### config.mk
export PLATFORM = sky130hd
export DESIGN_NAME = uart_tx_sched
export DESIGN_NICKNAME = d
export VERILOG_FILES = /design/src/rtl/uart_tx_sched.sv
export SDC_FILE = /design/constraint.sdc
export NUM_CORES = 1
export LEC_CHECK = 0
export BUFFER_PORTS_ARGS = -buffer_cell sky130_fd_sc_hd__buf_4
export CAP_MARGIN = 25
export CORE_ASPECT_RATIO = 1.5
export CORE_UTILIZATION = 47
export DETAILED_ROUTE_END_ITERATION = 10
export PLACE_DENSITY = 0.7
export SLEW_MARGIN = 5
export SYNTH_ARGS = -nofsm -noshare
export SYNTH_HDL_FRONTEND = slang
export SYNTH_SLANG_ARGS = --single-unit
### constraint.sdc
create_clock -name clock -period 3.7 [get_ports clock]
set_input_delay 0.185 -clock clock [delete_from_list [all_inputs] [get_ports clock]]
set_output_delay 0.185 -clock clock [all_outputs]
set_load 0.02 [all_outputs]
### src/rtl/uart_tx_sched.sv
// uart_tx_sched: round-robin byte arbiter and FIFO that feeds a UART TX
// serialiser through a start/busy handshake, with sticky done/error flags.
// Ports:
//   clock, nRst              clock, async active-low reset
//   req, req_data, gnt       requester byte offers and one-hot combinational grant
//   tx_start, tx_byte        one-cycle launch pulse and byte held for the frame
//   tx_busy                  serialiser frame in progress
//   irq_clr, irq, ack_err    sticky drained / no-ack flags and their clear
//   fifo_count               current FIFO occupancy
module uart_tx_sched #(
    parameter int NREQ        = 2,
    parameter int DEPTH       = 8,
    parameter int ACK_TIMEOUT = 15
) (
    input  logic                       clock,
    input  logic                       nRst,
    input  logic [NREQ-1:0]            req,
    input  logic [8*NREQ-1:0]          req_data,
    output logic [NREQ-1:0]            gnt,
    output logic                       tx_start,
    output logic [7:0]                 tx_byte,
    input  logic                       tx_busy,
    input  logic                       irq_clr,
    output logic                       irq,
    output logic                       ack_err,
    output logic [$clog2(DEPTH+1)-1:0] fifo_count
);

    localparam int PW = $clog2(DEPTH);
    localparam int CW = $clog2(DEPTH + 1);
    localparam int RW = (NREQ > 1) ? $clog2(NREQ) : 1;
    localparam int TW = (ACK_TIMEOUT > 0) ? $clog2(ACK_TIMEOUT + 1) : 1;

    typedef enum logic [1:0] {
        IDLE,
        WAIT_BUSY,
        WAIT_DONE
    } state_t;

    state_t        state;
    state_t        state_n;
    logic [7:0]    mem [DEPTH];
    logic [PW-1:0] wr_ptr;
    logic [PW-1:0] rd_ptr;
    logic [RW-1:0] rr_last;
    logic [RW-1:0] gidx;
    logic [RW-1:0] cand;
    logic [TW-1:0] timer;
    logic [TW-1:0] timer_n;
    logic [7:0]    push_data;
    logic [7:0]    byte_n;
    logic          full;
    logic          push;
    logic          pop;
    logic          hit;
    logic          start_n;
    logic          irq_set;
    logic          err_set;

    // Fullness uses the registered count, so a pop this cycle
    // cannot open a slot for a grant in the same cycle.
    assign full = (fifo_count == CW'(DEPTH));

    // Scan from the requester after the last winner, wrapping.
    always_comb begin
        gnt  = '0;
        gidx = rr_last;
        cand = rr_last;
        hit  = 1'b0;
        if (!full) begin
            for (int i = 1; i <= NREQ; i++) begin
                cand = RW'((int'(rr_last) + i) % NREQ);
                if (!hit && req[cand]) begin
                    hit  = 1'b1;
                    gidx = cand;
                end
            end
        end
        if (hit) gnt[gidx] = 1'b1;
    end

    assign push = hit;

    always_comb begin
        push_data = 8'h00;
        for (int i = 0; i < NREQ; i++) begin
            if (gnt[i]) push_data = req_data[8*i +: 8];
        end
    end

    always_comb begin
        state_n = state;
        pop     = 1'b0;
        start_n = 1'b0;
        byte_n  = tx_byte;
        timer_n = timer;
        irq_set = 1'b0;
        err_set = 1'b0;
        unique case (state)
            IDLE: begin
                if (fifo_count != '0 && !tx_busy) begin
                    pop     = 1'b1;
                    start_n = 1'b1;
                    byte_n  = mem[rd_ptr];
                    timer_n = '0;
                    state_n = WAIT_BUSY;
                end
            end
            WAIT_BUSY: begin
                if (tx_busy) begin
                    state_n = WAIT_DONE;
                end else if (timer == TW'(ACK_TIMEOUT)) begin
                    // Byte is abandoned; no retry.
                    err_set = 1'b1;
                    state_n = IDLE;
                end else begin
                    timer_n = timer + 1'b1;
                end
            end
            WAIT_DONE: begin
                if (!tx_busy) begin
                    state_n = IDLE;
                    irq_set = (fifo_count == '0) && !push;
                end
            end
            default: state_n = IDLE;
        endcase
    end

    always_ff @(posedge clock or negedge nRst) begin
        if (!nRst) begin
            state      <= IDLE;
            wr_ptr     <= '0;
            rd_ptr     <= '0;
            fifo_count <= '0;
            rr_last    <= RW'(NREQ - 1);
            timer      <= '0;
            tx_start   <= 1'b0;
            tx_byte    <= 8'h00;
            irq        <= 1'b0;
            ack_err    <= 1'b0;
        end else begin
            state    <= state_n;
            timer    <= timer_n;
            tx_start <= start_n;
            tx_byte  <= byte_n;
            // A set in the same cycle wins over the clear.
            irq      <= irq_set | (irq & ~irq_clr);
            ack_err  <= err_set | (ack_err & ~irq_clr);
            if (push) begin
                wr_ptr  <= wr_ptr + 1'b1;
                rr_last <= gidx;
            end
            if (pop) rd_ptr <= rd_ptr + 1'b1;
            if (push && !pop) fifo_count <= fifo_count + 1'b1;
            else if (pop && !push) fifo_count <= fifo_count - 1'b1;
        end
    end

    always_ff @(posedge clock) begin
        if (push) mem[wr_ptr] <= push_data;
    end

endmodule

==> impl_metrics.csv <==
group,metric,value,unit
min_path,hold_path_class,"in2reg",
clock_network,cts_tree,"done",
power,ir_drop,532.7,uV
floorplan,die_area,8649,um2
timing,fin_crit,2742,ps
yosys,synth_area_leader_cell,"edfxtp_1",
layout,fillers,655,
global_routing,antenna_found_initial,0,
placed_design,dp_hpwl,4595,um
timing,hold_viol_final,0,
route,drt-total-wl,6787,um
placed_design,place_congestion,0.7446,
yosys,ys.flop_type,"edfxtp_1",
status,status,"complete, no violations",
layout,final_nets,319,
floorplan,die_w,76.27,um
timing,whs,34.36,ps
layout,multi_input_area,1185,um2
route,routed-via-count,2181,
yosys,synth_top_area_share,0.4942,
route,wl_per_cell,16.97,um
layout,layout-area-overhead-vs-synth,18.89,%
global_routing,grt_pass1_vias,2180,
min_path,hold_end,"rr_last",
global_routing,grt_first_pass_wirelength,11320,um
route,drc,0,
timing,finalSetupViolations,0,
setup_path,reg2reg_to,"fifo_count[3]",
min_path,worstHoldStart,"req[0]",
clock_network,clkTransAtPathRegs,60,ps
setup_path,path_max_fanout,7,
yosys,yosys_warnings,0,
setup_path,ff2ff_path_depth,10,
yosys,avgSynthCellArea,16.00,um2
route,drt_iter0_markers,161,
yosys,ys_ff_latch,92,
floorplan,rows,40,
timing,max_slew.worst_pin.slew,909.6,ps
setup_path,cp-startpoint,"fifo_count[0]",
yosys,syn_inst,243,
yosys,ys_types,43,
setup_path,r2r-start,"fifo_count[0]",
floorplan,start_util,0.4856,
timing,finalMaxSlewViolations,0,
placed_design,portBuffers,38,
setup_path,critPathRequiredTime,3900,ps
layout,seq_area,2624,um2
min_path,worstHoldPathCells,2,
yosys,syn_nets,272,
setup_path,critPathArrivalTime,2940,ps
power,p_leak,1.785,nW
setup_path,path_class,"reg2reg",
layout,diodes,0,
layout,drive_above_1_share,0.3186,
timing,setup_tns,0,ps
clock_network,cts_buffer_depth,2,
route,ant_nets,0,
clock_network,numCtsBuffers,9,
setup_path,cp-start-kind,"flop",
global_routing,grt_start_max_net_pins,29,
global_routing,grt_usage,0.1764,
floorplan,die_height,113.4,um
timing,relSlewSlack,0.3914,
clock_network,cts_setup_buffers,0,
timing,period_share,0.7410,
timing,fin_worst_skew,7.208,ps
global_routing,use_met3,0.03200,
global_routing,grt_util_met2,0.2937,
yosys,ys_seq_area_frac,0.6747,
global_routing,met1_usage,0.2217,
setup_path,end_kind,"flop",
clock_network,cts-root-buf,"clkbuf_16",
route,viasPerCell,5.453,
setup_path,reg2reg_slack,960,ps
route,dr.pass1.iters,4,
floorplan,ios,39,
clock_network,htree_levels,3,
global_routing,grt.busiest_layer,"met2",
yosys,synth_edf_count,64,
floorplan,core,8008,um2
power,power_per_cell_area,866.7,nW/um2
power,power,4.007,mW
timing,rsz0062_at_grt,"false",
yosys,syn_area,3889,um2
clock_network,clock-sinks,92,
yosys,synthArstFlopShare,0.3043,
job,maxCapViolCount,0,
timing,max_freq,364.8,MHz
global_routing,grt-ovfl-total,0,
clock_network,clock_latency,330,ps
yosys,synthTopCellsByArea,"edfxtp_1 (49%), dfrtp_1 (17%), mux4_2 (9.3%), mux2i_1 (2.3%), nand2_1 (2.0%)",
==> placed cells by master, fill, tap and decap left out, drive strengths merged, types with 3 or more instances in the layout <==
cell type / instances
edfxtp: 64
buf: 44
dfrtp: 27
nand2: 22
mux4: 16
nor2: 13
o21ai: 13
mux2i: 9
clkbuf: 9
a22oi: 8
nor3: 8
nand3: 7
inv: 7
ha: 6
xnor2: 5
clkinv: 5
a21oi: 3
xor2: 3
==> cell families (layout without fill, tap and decap cells) <==
group,after synthesis,count (layout),synth area share
buffers and inverters,16,68,0.02316
AND/OR/NAND/NOR,61,61,0.07561
multiplexers,27,27,0.1216
flip-flops,92,92,0.6747
AO/OA/AOI/OAI,32,32,0.05856
XOR/XNOR,8,8,0.02188
adder cells (fa/ha/maj),7,7,0.02445
==> critical path, cell delays in order, from the launching register on <==
cell and delay (ps):
dfrtp_1 470, nor3_1 200, nand2_1 150, o21ai_2 170, inv_2 130, ha_1 250
inv_1 160, ha_1 260, a21o_1 210, a2111oi_0 460, o31ai_1 150
==> worst max-delay path by stage <==
stage,end,slack (ps),cells after the start
after floorplan,fifo_count[3],950,10
after global placement,fifo_count[3],1170,8
after detailed placement,fifo_count[3],1000,10
after CTS,fifo_count[3],980,10
after global routing,fifo_count[3],820,10
final,fifo_count[3],960,10
==> sequential cells by signal, indices dropped and copies added, names as in the netlist <==
register / flops
fifo_count: 4
state: 2
tx_start: 1
tx_byte: 8
rr_last: 1
wr_ptr: 3
rd_ptr: 3
mem: 64
timer: 4
ack_err: 1
irq: 1
==> per-stage QoR <==
step | util | setup slack [ps] | area [um2] | std cells
global route | 0.5773 | 818.6 | 4623 | 400
floorplan | - | 947.8 | 3889 | 243
detailed placement | 0.5367 | 999.5 | 4298 | 383
CTS | 0.5773 | 984.4 | 4623 | 400
finish | 0.5773 | 958.4 | 4623 | 400
global placement | 0.5367 | 1173 | 4298 | 383
==> final cells by class <==
class / count / share of cell area
Sequential cell: 92 / 0.5675
Multi-Input combinational cell: 135 / 0.2563
Timing Repair Buffer: 45 / 0.07361
Clock buffer: 9 / 0.04871
Tap cell: 105 / 0.02842
Clock inverter: 7 / 0.01949
Inverter: 7 / 0.005954
==> report_power, final <==
group	switching, mW	total (mW)	internal [mW]
sequential	0.254	1.72	1.47
clock	0.371	0.961	0.589
combinational	0.691	1.32	0.631
==> synth_stat cells, types with 4 or more instances <==
cell type  count
ha_1           6
nand3_1        7
dfrtp_1       27
nand2_1       21
edfxtp_1      64
a22oi_1        8
o21ai_2        8
inv_1          5
mux4_2        16
o21ai_0        4
mux2i_1        9
nor2_1        13
nor3_1         8
==> repair_timing <==
item	in CTS	in global routing
resized for setup	0	0
hold buffers	1	0
endpoints found under the hold margin	27	0
==> per-layer routing <==
metal  vias up  share of wire
met5         -              0
met4         0          0.015
li1       1027              -
met3         8          0.042
met2        62           0.52
met1      1084           0.42
Power figures use the tool's default switching activity.
